### src/rtl/lsu_pkg.sv
// Shared definitions for the load/store unit: FSM states, access size encodings
// and the default bus timeout.
package lsu_pkg;

    typedef enum logic [1:0] {
        ST_IDLE,
        ST_REQ,
        ST_WAIT,
        ST_RESP
    } lsu_state_e;

    localparam logic [1:0] LSU_SIZE_BYTE    = 2'b00;
    localparam logic [1:0] LSU_SIZE_HALF    = 2'b01;
    localparam logic [1:0] LSU_SIZE_WORD    = 2'b10;
    localparam logic [1:0] LSU_SIZE_ILLEGAL = 2'b11;

    localparam int LSU_TIMEOUT_DEFAULT = 255;

    // Accesses that must fault locally without touching the bus.
    function automatic logic lsu_misaligned(input logic [1:0] size, input logic [1:0] addr_lo);
        return (size == LSU_SIZE_ILLEGAL)
            || ((size == LSU_SIZE_HALF) && addr_lo[0])
            || ((size == LSU_SIZE_WORD) && (addr_lo != 2'b00));
    endfunction

endpackage

### src/rtl/lsu_if.sv
// Request side (from the control FSM) and memory bus side of the LSU, bundled.
// The master modport is the LSU's view; slave is the view of its environment.
interface lsu_if;

    logic        lsu_reqValid;
    logic        lsu_wen;
    logic [31:0] lsu_addr;
    logic [31:0] lsu_wdata;
    logic [1:0]  lsu_size;
    logic        lsu_unsigned;
    logic        lsu_respValid;
    logic [31:0] lsu_rdata;
    logic        lsu_err;

    logic        mem_req;
    logic        mem_we;
    logic [31:0] mem_addr;
    logic [31:0] mem_wdata;
    logic [3:0]  mem_wstrb;
    logic        mem_gnt;
    logic        mem_rvalid;
    logic [31:0] mem_rdata;
    logic        mem_err;

    modport master (
        input  lsu_reqValid, lsu_wen, lsu_addr, lsu_wdata, lsu_size, lsu_unsigned,
        input  mem_gnt, mem_rvalid, mem_rdata, mem_err,
        output lsu_respValid, lsu_rdata, lsu_err,
        output mem_req, mem_we, mem_addr, mem_wdata, mem_wstrb
    );

    modport slave (
        output lsu_reqValid, lsu_wen, lsu_addr, lsu_wdata, lsu_size, lsu_unsigned,
        output mem_gnt, mem_rvalid, mem_rdata, mem_err,
        input  lsu_respValid, lsu_rdata, lsu_err,
        input  mem_req, mem_we, mem_addr, mem_wdata, mem_wstrb
    );

endinterface

### src/rtl/lsu_align.sv
// Byte-lane logic: store data replication, write strobes, and load
// right-shift with sign/zero extension.
module lsu_align
    import lsu_pkg::*;
(
    input  logic [1:0]  size,
    input  logic [1:0]  addr_lo,
    input  logic        is_unsigned,
    input  logic [31:0] wdata,
    input  logic [31:0] rdata,
    output logic [31:0] wdata_rep,
    output logic [3:0]  wstrb,
    output logic [31:0] rdata_ext
);

    logic [31:0] rdata_sh;
    logic        sign;

    always_comb begin
        // NOTE: every output gets a default first so no path through the case infers a latch.
        rdata_sh  = rdata >> {addr_lo, 3'b000};
        wdata_rep = wdata;
        wstrb     = 4'b1111;
        rdata_ext = rdata_sh;
        sign      = 1'b0;
        case (size)
            LSU_SIZE_BYTE: begin
                sign      = ~is_unsigned & rdata_sh[7];
                wdata_rep = {4{wdata[7:0]}};
                wstrb     = 4'b0001 << addr_lo;
                rdata_ext = {{24{sign}}, rdata_sh[7:0]};
            end
            LSU_SIZE_HALF: begin
                sign      = ~is_unsigned & rdata_sh[15];
                wdata_rep = {2{wdata[15:0]}};
                wstrb     = 4'b0011 << addr_lo;
                rdata_ext = {{16{sign}}, rdata_sh[15:0]};
            end
            default: ;
        endcase
    end

endmodule

### src/rtl/lsu.sv
// Load/store unit: one access at a time, IDLE -> REQ -> WAIT -> RESP, with a
// bus-wait timeout and local faulting of misaligned or illegal-size accesses.
module lsu
    import lsu_pkg::*;
#(
    parameter int TIMEOUT = LSU_TIMEOUT_DEFAULT
) (
    input  logic  clock,
    input  logic  reset,
    lsu_if.master bus
);

    lsu_state_e  state;
    logic        wen_q;
    logic        uns_q;
    logic [1:0]  size_q;
    logic [1:0]  addr_lo_q;
    logic [16:0] cnt_q;
    logic [16:0] spent;
    logic        timed_out;

    logic        idle;
    logic [1:0]  al_size;
    logic [1:0]  al_addr;
    logic        al_uns;
    logic [31:0] wdata_rep;
    logic [31:0] rdata_ext;
    logic [3:0]  wstrb;

    // Lanes are computed from live inputs at accept time, from the latched copy afterwards.
    assign idle    = (state == ST_IDLE);
    assign al_size = idle ? bus.lsu_size         : size_q;
    assign al_addr = idle ? bus.lsu_addr[1:0]    : addr_lo_q;
    assign al_uns  = idle ? bus.lsu_unsigned     : uns_q;

    assign spent     = cnt_q + 17'd1;
    assign timed_out = (spent >= 17'(TIMEOUT));

    lsu_align u_align (
        .size       (al_size),
        .addr_lo    (al_addr),
        .is_unsigned(al_uns),
        .wdata      (bus.lsu_wdata),
        .rdata      (bus.mem_rdata),
        .wdata_rep  (wdata_rep),
        .wstrb      (wstrb),
        .rdata_ext  (rdata_ext)
    );

    always_ff @(posedge clock) begin
        if (!reset) begin
            // NOTE: non-blocking assignments make every update read pre-edge values.
            state             <= ST_IDLE;
            cnt_q             <= '0;
            wen_q             <= 1'b0;
            uns_q             <= 1'b0;
            size_q            <= LSU_SIZE_BYTE;
            addr_lo_q         <= 2'b00;
            bus.lsu_respValid <= 1'b0;
            bus.lsu_rdata     <= '0;
            bus.lsu_err       <= 1'b0;
            bus.mem_req       <= 1'b0;
            bus.mem_we        <= 1'b0;
            bus.mem_addr      <= '0;
            bus.mem_wdata     <= '0;
            bus.mem_wstrb     <= '0;
        end else begin
            bus.lsu_respValid <= 1'b0;
            case (state)
                ST_IDLE: begin
                    if (bus.lsu_reqValid) begin
                        wen_q     <= bus.lsu_wen;
                        uns_q     <= bus.lsu_unsigned;
                        size_q    <= bus.lsu_size;
                        addr_lo_q <= bus.lsu_addr[1:0];
                        cnt_q     <= '0;
                        if (lsu_misaligned(bus.lsu_size, bus.lsu_addr[1:0])) begin
                            state             <= ST_RESP;
                            bus.lsu_respValid <= 1'b1;
                            bus.lsu_err       <= 1'b1;
                            bus.lsu_rdata     <= '0;
                        end else begin
                            state         <= ST_REQ;
                            bus.mem_req   <= 1'b1;
                            bus.mem_we    <= bus.lsu_wen;
                            bus.mem_addr  <= {bus.lsu_addr[31:2], 2'b00};
                            bus.mem_wdata <= bus.lsu_wen ? wdata_rep : 32'h0;
                            bus.mem_wstrb <= bus.lsu_wen ? wstrb : 4'b0000;
                        end
                    end
                end
                ST_REQ: begin
                    cnt_q <= spent;
                    if (bus.mem_gnt || timed_out) begin
                        bus.mem_req   <= 1'b0;
                        bus.mem_we    <= 1'b0;
                        bus.mem_addr  <= '0;
                        bus.mem_wdata <= '0;
                        bus.mem_wstrb <= '0;
                    end
                    // A grant wins over an expiring timeout; any rvalid here is dropped.
                    if (bus.mem_gnt) begin
                        state <= ST_WAIT;
                    end else if (timed_out) begin
                        state             <= ST_RESP;
                        bus.lsu_respValid <= 1'b1;
                        bus.lsu_err       <= 1'b1;
                        bus.lsu_rdata     <= '0;
                    end
                end
                ST_WAIT: begin
                    cnt_q <= spent;
                    if (bus.mem_rvalid) begin
                        state             <= ST_RESP;
                        bus.lsu_respValid <= 1'b1;
                        bus.lsu_err       <= bus.mem_err;
                        bus.lsu_rdata     <= (wen_q || bus.mem_err) ? 32'h0 : rdata_ext;
                    end else if (timed_out) begin
                        state             <= ST_RESP;
                        bus.lsu_respValid <= 1'b1;
                        bus.lsu_err       <= 1'b1;
                        bus.lsu_rdata     <= '0;
                    end
                end
                ST_RESP: begin
                    state         <= ST_IDLE;
                    bus.lsu_err   <= 1'b0;
                    bus.lsu_rdata <= '0;
                end
                default: state <= ST_IDLE;
            endcase
        end
    end

endmodule

### src/flat_wrapper.sv
// flat-port wrapper written by rule: the top's interface ports become plain ports
module lsu_flat import lsu_pkg::*;
#(
    parameter int TIMEOUT = LSU_TIMEOUT_DEFAULT
)
  (clock, reset, bus_lsu_reqValid, bus_lsu_wen, bus_lsu_addr, bus_lsu_wdata, bus_lsu_size, bus_lsu_unsigned, bus_mem_gnt, bus_mem_rvalid, bus_mem_rdata, bus_mem_err, bus_lsu_respValid, bus_lsu_rdata, bus_lsu_err, bus_mem_req, bus_mem_we, bus_mem_addr, bus_mem_wdata, bus_mem_wstrb);
  lsu_if bus_i ();
  input  logic clock;
  input  logic reset;
  input wire logic [$bits(bus_i.lsu_reqValid)-1:0] bus_lsu_reqValid;
  input wire logic [$bits(bus_i.lsu_wen)-1:0] bus_lsu_wen;
  input wire logic [$bits(bus_i.lsu_addr)-1:0] bus_lsu_addr;
  input wire logic [$bits(bus_i.lsu_wdata)-1:0] bus_lsu_wdata;
  input wire logic [$bits(bus_i.lsu_size)-1:0] bus_lsu_size;
  input wire logic [$bits(bus_i.lsu_unsigned)-1:0] bus_lsu_unsigned;
  input wire logic [$bits(bus_i.mem_gnt)-1:0] bus_mem_gnt;
  input wire logic [$bits(bus_i.mem_rvalid)-1:0] bus_mem_rvalid;
  input wire logic [$bits(bus_i.mem_rdata)-1:0] bus_mem_rdata;
  input wire logic [$bits(bus_i.mem_err)-1:0] bus_mem_err;
  output wire logic [$bits(bus_i.lsu_respValid)-1:0] bus_lsu_respValid;
  output wire logic [$bits(bus_i.lsu_rdata)-1:0] bus_lsu_rdata;
  output wire logic [$bits(bus_i.lsu_err)-1:0] bus_lsu_err;
  output wire logic [$bits(bus_i.mem_req)-1:0] bus_mem_req;
  output wire logic [$bits(bus_i.mem_we)-1:0] bus_mem_we;
  output wire logic [$bits(bus_i.mem_addr)-1:0] bus_mem_addr;
  output wire logic [$bits(bus_i.mem_wdata)-1:0] bus_mem_wdata;
  output wire logic [$bits(bus_i.mem_wstrb)-1:0] bus_mem_wstrb;
  assign bus_i.lsu_reqValid = bus_lsu_reqValid;
  assign bus_i.lsu_wen = bus_lsu_wen;
  assign bus_i.lsu_addr = bus_lsu_addr;
  assign bus_i.lsu_wdata = bus_lsu_wdata;
  assign bus_i.lsu_size = bus_lsu_size;
  assign bus_i.lsu_unsigned = bus_lsu_unsigned;
  assign bus_i.mem_gnt = bus_mem_gnt;
  assign bus_i.mem_rvalid = bus_mem_rvalid;
  assign bus_i.mem_rdata = bus_mem_rdata;
  assign bus_i.mem_err = bus_mem_err;
  assign bus_lsu_respValid = bus_i.lsu_respValid;
  assign bus_lsu_rdata = bus_i.lsu_rdata;
  assign bus_lsu_err = bus_i.lsu_err;
  assign bus_mem_req = bus_i.mem_req;
  assign bus_mem_we = bus_i.mem_we;
  assign bus_mem_addr = bus_i.mem_addr;
  assign bus_mem_wdata = bus_i.mem_wdata;
  assign bus_mem_wstrb = bus_i.mem_wstrb;
  lsu #(.TIMEOUT(TIMEOUT)) u_core (.clock(clock), .reset(reset), .bus(bus_i));
endmodule
### config.mk
export PLATFORM = sky130hd
export DESIGN_NAME = lsu_flat
export DESIGN_NICKNAME = d
export VERILOG_FILES = /design/src/rtl/lsu_pkg.sv /design/src/rtl/lsu_if.sv /design/src/rtl/lsu_align.sv /design/src/rtl/lsu.sv /design/src/flat_wrapper.sv
export SDC_FILE = /design/constraint.sdc
export NUM_CORES = 1
export LEC_CHECK = 0
export ABC_AREA = 1
export BUFFER_PORTS_ARGS = -buffer_cell sky130_fd_sc_hd__buf_2
export CELL_PAD_IN_SITES_DETAIL_PLACEMENT = 0
export CELL_PAD_IN_SITES_GLOBAL_PLACEMENT = 1
export CORE_ASPECT_RATIO = 0.75
export CORE_MARGIN = 2
export CORE_UTILIZATION = 38
export DETAILED_ROUTE_END_ITERATION = 8
export PLACE_DENSITY_LB_ADDON = 0.15
export SYNTH_ARGS = -nofsm -noshare
export SYNTH_HDL_FRONTEND = slang
export SYNTH_SLANG_ARGS = --single-unit
### constraint.sdc
create_clock -name clock -period 4.9 [get_ports clock]
set_input_delay 0.98 -clock clock [delete_from_list [all_inputs] [get_ports clock]]
set_output_delay 0.98 -clock clock [all_outputs]
set_load 0.01 [all_outputs]
==> metrics.md, run 1 <==
| Metric | Value |
|---|---|
| Worst hold path stage count | `2` |
| Fin crit period | `between 3 and 4 ns` |
| Die Area | `19,500 um^2` |
| Post-route ant nets | `0` |
| Clk sinks | `127` |
| Pwr dens | `530 nW/um^2` |
| Layout cell share with drive strength beyond 1 | `between 20% and 30%` |
| Vias | `7,820` |
| WHS Endpoint | `u_core.uns_q` |
| Final setup vio count | `0` |
| CP max FO | `40` |
| Max VDD drop | `0.229 mV` |
| Number of setup buffers added after CTS | `0` |
| Period utilization | `approximately three quarters` |
| Cells after Synth | `1,119` |
| Top post-synthesis cells by area | `dfxtp_1, nand2_1, a21oi_1` |
| Vias in the first global route | `roughly 7,000` |
| Synth Cell Area | `6980 um^2` |
| Max transition margin | `around 27%` |
| Crit path DAT | `3.93 ns` |
| CTS tree | `done` |
| DR WL/cell | `approximately 16 um` |
| Initial antenna violation count | `4` |
| Crit end category | `register` |
| Status | `finished clean` |
| Final Max Slew Viols | `0` |
| RSZ-0062 raised after global routing | `no` |
| Synth area leader | `dfxtp_1` |
| Worst reg2reg endpoint | `u_core.bus.lsu_rdata[27]` |
| Least-Margin Pin Slew | `1.09 ns` |
| Seq pwr share | `26.5%` |
| Initial core utilization | `39.2%` |
| Grt total ovfl | `0` |
| Residual DRC | `0` |
| Max capacitance violation total | `0` |
| H-tree levels | `4` |
| Sw Share | `43.6%` |
| Root buf cell | `clkbuf_16` |
| Synth async-reset ratio | `0%` |
| Layout Skew | `0.0111 ns` |
| EDFF count, synth | `0` |
| All-Layer GR Usage | `24.9%` |
| Hold path start | `u_core.uns_q` |
| Peak Freq | `between 200 and 300 MHz` |
| Kind of critical path | `reg -> reg` |
| Avg Cell Area, Syn | `6.23 um^2` |
| CTS Buffer Depth | `2` |
| Setup TNS Final | `0 ns` |
| Area growth from synthesis to layout | `26.6%` |
| First-pass GRT wire length | `38,300 um` |
| GPL Wtd Cong | `a little under 0.9` |
| Final hold vios | `0` |
| Post-DP HPWL | `17,100 um` |
| Vias/cell | `5.04` |
| CP max-delay cell | `nand3_1` |
| R2r setup slk | `1.26 ns` |
| Chip Width | `roughly 160 um` |
| Buffers on Ports | `between 200 and 250` |
| Skew-Pair Late Insertion Delay | `between 0.4 and 0.5 ns` |
| Nets | `about 1,400` |
| Final core utilization | `49.6%` |
| Post-Route WL | `around 24,000 um` |
| Largest stage delay, worst path | `0.55 ns` |
| HP Class | `reg -> reg` |
| Crit path launch | `u_core.state[0]` |
| Logic pwr share | `between 40% and 50%` |
| Pleak | `4.03 nW` |
| Register bit total from synthesis | `between 100 and 150` |
| Hold bufs inserted after CTS | `0` |
| # IOs | `210` |
| Cell with the most instances on the worst path | `nand2_1` |
| Initial detailed-routing violation count | `554` |
| CTS resizes | `0` |
| Cell-internal power | `2.64 mW` |
| Clock share of power | `between 30% and 40%` |
| Cts bufs inserted | `17` |
| Area share of the leading cell type in the synthesized netlist | `36.4%` |
| Site Rows | `42` |
| Synth top cells by count | `nand2_1, dfxtp_1, a21oi_1` |
| Largest net degree at the start of global routing | `70` |
| Synth Flop Type | `dfxtp_1` |
| Die Ht | `121 um` |
| Yosys cell types | `38` |
| Clk slew on worst S/H paths | `0.07 ns` |
| Startpoint types | `register` |
| Sw Pwr | `2.04 mW` |
| Worst EP required | `5.19 ns` |
| R2R depth | `16` |
| Synth warnings | `0` |
| Cell Chain, Critical Path | `inv_1, ha_1, inv_1, nand2_1, nand2_1, buf_4, o21ai_0, nand2_1, nand4_2, nand3_1, nand3_1, nand2_1, nand3_1, nand2_1, nand2_1, a21oi_1` |
| DR pass1 iterations | `9` |
| RR Startpoint | `u_core.state[0]` |
| Core area | `17,800 um^2` |
| Most frequent cell after synthesis | `nand2_1` |
| Sequential element share of the synthesized area | `36.4%` |
[routing by layer]
layer | wire (um) | global-route usage [%] | vias to the layer above
li1 | - | - | 3994
met1 | 11400 | 34.6 | 3519
met2 | 10400 | 37.5 | 275
met3 | 1900 | 7.21 | 28
met4 | 376 | 6.70 | 4
met5 | 27 | 0 | -
[final cells by class]
class,count,area [um^2]
Sequential cell,127,2540
Clock buffer,18,439
Tap cell,242,303
Inverter,68,256
Fill cell,1904,8980
Timing Repair Buffer,224,1180
Multi-Input combinational cell,857,3890
Antenna cell,2,5.00
Clock inverter,14,223
[state kept, by name, indices dropped and copies added (netlist names)]
register                  cells
u_core.bus.mem_wdata         32
u_core.bus.mem_we             1
u_core.cnt_q                 17
u_core.bus.mem_wstrb          4
u_core.uns_q                  1
u_core.addr_lo_q              2
u_core.size_q                 2
u_core.bus.mem_req            1
u_core.wen_q                  1
u_core.bus.mem_addr          30
u_core.bus.lsu_err            1
u_core.state                  2
u_core.bus.lsu_respValid      1
u_core.bus.lsu_rdata         32
[worst max path at each step]
stage,endpoint,slack (ns),depth (start not counted)
after floorplan,u_core.bus.lsu_rdata[26],2.31,13
after global placement,u_core.bus.lsu_rdata[29],1.40,14
after detailed placement,u_core.bus.lsu_rdata[27],1.32,14
after CTS,u_core.bus.lsu_rdata[27],1.37,16
after global routing,u_core.bus.lsu_rdata[16],0.90,15
final,u_core.bus.lsu_rdata[27],1.26,16
[cell usage in the layout, fill, tap and decap left out, types with 2 or more instances in the layout]
cell	synthesis	routed
nand2_1	397	397
buf_2	14	207
dfxtp_1	127	127
a21oi_1	118	118
nor2_1	99	98
nand3_1	85	85
o21ai_0	85	85
inv_1	64	64
clkbuf_16	0	17
buf_4	3	16
o22ai_1	11	11
nand4_1	10	10
ha_1	6	6
a31oi_1	5	5
o31ai_1	4	4
bufinv_16	0	4
xnor2_1	3	3
nor2_4	3	3
nor2_2	2	3
clkinv_1	4	3
o2111ai_1	3	3
mux2i_1	3	3
clkinv_4	0	3
inv_6	0	3
inv_8	0	3
diode_2	0	2
nand2_2	2	2
o21bai_1	2	2
o21ai_2	0	2
o211ai_1	2	2
a2bb2oi_1	2	2
or2_2	2	2
conb_1	1	2
[cell families (layout without fill, tap and decap cells)]
| family | Yosys count | count (layout) | share of synthesized area (%) |
|---|---|---|---|
| other cells | 1 | 4 | 0.0538 |
| buf+inv | 136 | 324 | 8.05 |
| fa+ha+maj | 6 | 6 | 1.08 |
| flops | 127 | 127 | 36.4 |
| simple gates | 606 | 606 | 35.6 |
| compound gates | 237 | 237 | 18.0 |
| xor+xnor | 3 | 3 | 0.377 |
| mux | 3 | 3 | 0.430 |
[worst max-delay path, delay by kind of cell, from the launching register on]
family / cells / cell delay (ns)
fa+ha+maj: 1 / 0.52
flops: 1 / 0.33
compound gates: 2 / 0.40
simple gates: 10 / 1.62
buf+inv: 3 / 0.63
[power by group through the flow]
| stage | Combinational [mW] | Sequential, mW | Clock [mW] |
|---|---|---|---|
| after global placement | 2.00 | 1.26 | 0 |
| after global routing | 2.25 | 1.25 | 1.50 |
| after floorplan | 1.32 | 1.30 | 0 |
| after detailed placement | 1.99 | 1.26 | 0 |
| final | 2.00 | 1.24 | 1.44 |
| after CTS | 1.99 | 1.24 | 1.46 |
[stage by stage]
stage	hold WS (ns)	instances	area [um^2]	worst slack [ns]	power, mW
global route	0.475	1550	8830	0.899	5.01
CTS	0.454	1550	8830	1.37	4.69
detailed placement	0.446	1518	8160	1.32	3.25
finish	0.455	1552	8830	1.26	4.68
global placement	0.437	1518	8160	1.40	3.26
floorplan	0.424	1120	6980	2.31	2.63
Note: power is estimated with default switching activity, not from simulation.
==> inputs of run 2 (changes only) <==
Settings changed: CORE_UTILIZATION 38 to 32.
Clock period 4.9 ns to 3.03 ns, I/O delays scaled along.
==> metrics.md, run 2 (synthesis gave the netlist of run 1 again) <==
| Metric | Value |
|---|---|
| Status | `finished clean` |
| Grt total ovfl | `0` |
| Worst EP required | `3.30 ns` |
| Fin crit period | `between 2 and 3 ns` |
| Cell Chain, Critical Path | `inv_1, ha_1, buf_4, o21ai_0, nor2_2, nand4_2, nand3_2, nand3_1, nand2_1, nand3_1, nand2_1, nand2_1, a21oi_1` |
| Startpoint types | `register` |
| First-pass GRT wire length | `between 40,000 and 50,000 um` |
| Die Area | `23,000 um^2` |
| Area growth from synthesis to layout | `27.5%` |
| Post-route ant nets | `0` |
| CTS tree | `done` |
| Multi-input gate area | `3890 um^2` |
| Final Max Slew Viols | `0` |
| Max VDD drop | `0.389 mV` |
| Period utilization | `90.4%` |
| Setup TNS Final | `0 ns` |
| Least-Margin Pin Slew | `0.716 ns` |
| Post-layout instance area | `8900 um^2` |
| Initial detailed-routing violation count | `612` |
| Clk slew on worst S/H paths | `approximately 0.070 ns` |
| All-Layer GR Usage | `22.1%` |
| Nets | `between 1,000 and 1,500` |
| Skew-Pair Late Insertion Delay | `0.43 ns` |
| Placed Area | `a little over 8000 um^2` |
| Hold bufs inserted after CTS | `0` |
| H-tree levels | `4` |
| Kind of critical path | `reg -> reg` |
| Register area | `around 2500 um^2` |
| Post-Route WL | `~26,000 um` |
| Post-DP HPWL | `18,600 um` |
| Number of setup buffers added after CTS | `0` |
| Layout Skew | `approximately 0.017 ns` |
| Vias in the first global route | `7,272` |
| CP max FO | `16` |
| Final setup vio count | `0` |
| Buffers on Ports | `roughly 210` |
| # IOs | `210` |
| Vias/cell | `4.82` |
| DR pass1 iterations | `6` |
| Most frequent cells in the layout | `nand2_1, buf_2, dfxtp_1` |
| Core area | `around 21,000 um^2` |
| Pleak | `4.04 nW` |
| Final hold vios | `0` |
| Residual DRC | `0` |
| Initial core utilization | `about a third` |
| Largest regs | `u_core.bus.lsu_rdata: 32 flops, u_core.bus.mem_wdata: 32 flops, u_core.bus.mem_addr: 30 flops` |
| GPL Wtd Cong | `around 0.86` |
| Initial antenna violation count | `4` |
| DR WL/cell | `between 15 and 20 um` |
| CTS resizes | `0` |
| Largest stage delay, worst path | `0.48 ns` |
| Peak Freq | `between 300 and 400 MHz` |
| Max transition margin | `52.2%` |
| PnR Total Power | `~7.4 mW` |
| Clk sinks | `roughly 130` |
| Layout cell share with drive strength beyond 1 | `21.8%` |
| Cell with the most instances on the worst path | `nand2_1` |
| Root buf cell | `clkbuf_16` |
| Vias | `7,760` |
| RSZ-0062 raised after global routing | `no` |
| Max capacitance violation total | `0` |
| Cts bufs inserted | `17` |
| Pwr dens | `around 830 nW/um^2` |
| Chip Width | `approximately 170 um` |
| Crit path DAT | `3.01 ns` |
| Commonest non-fill, non-tap cell in the layout | `nand2_1` |
| Crit end category | `register` |
| RR Startpoint | `u_core.state[0]` |
| Site Rows | `46` |
| Hold path start | `bus_lsu_addr[7]` |
| Die Ht | `132 um` |
| CP max-delay cell | `o21ai_0` |
| Filler cell count | `2,331` |
| CTS Buffer Depth | `2` |
| HP Class | `in -> reg` |
| Largest net degree at the start of global routing | `69` |
| Crit path launch | `u_core.state[0]` |
run 2: per-layer routing:
metal	routed length, um	track usage, %
met1	13400	33.3
met2	10300	31.0
met3	1760	6.34
met4	270	4.49
met5	13	0
run 2: per-stage QoR:
stage / instances / util (%) / setup WS (ns) / hold slack (ns)
after global placement: 1575 / 39.2 / 0.129 / 0.439
after CTS: 1607 / 41.8 / 0.0935 / 0.410
after floorplan: 1120 / - / 0.586 / 0.424
after detailed placement: 1575 / 39.2 / 0.108 / 0.444
final: 1610 / 41.9 / 0.290 / 0.424
after global routing: 1609 / 41.9 / 0.0566 / 0.417
run 2: power breakdown:
group | internal, mW | switching, mW
Clock | 1.09 | 0.912
Sequential | 1.89 | 0.117
Combinational | 1.01 | 2.37
Total | 3.98 | 3.40
run 2: area by class of cell:
type / instances / area share, %
Multi-Input combinational cell: 857 / 43.8
Sequential cell: 127 / 28.6
Timing Repair Buffer: 235 / 14.3
Clock buffer: 17 / 4.78
Tap cell: 288 / 4.05
Inverter: 68 / 2.93
Clock inverter: 15 / 1.53
Antenna cell: 3 / 0.0844
run 2: critical path, delay by kind of cell, from the launching register on:
family,cells,cell delay [ns]
DFF,1,0.36
buffers and inverters,2,0.29
AOI/OAI and AO/OA,2,0.54
adders and majority gates,1,0.22
and+or+nand+nor,8,1.20
run 2: worst paths after layout:
check	endpoint	slack (ns)	cells after the start
hold / removal	u_core.bus.mem_addr[7]	0.42	3
setup / recovery	u_core.bus.lsu_rdata[28]	0.29	13
setup reg to reg	u_core.bus.lsu_rdata[28]	0.29	13
hold reg to reg	u_core.bus.lsu_err	0.45	2
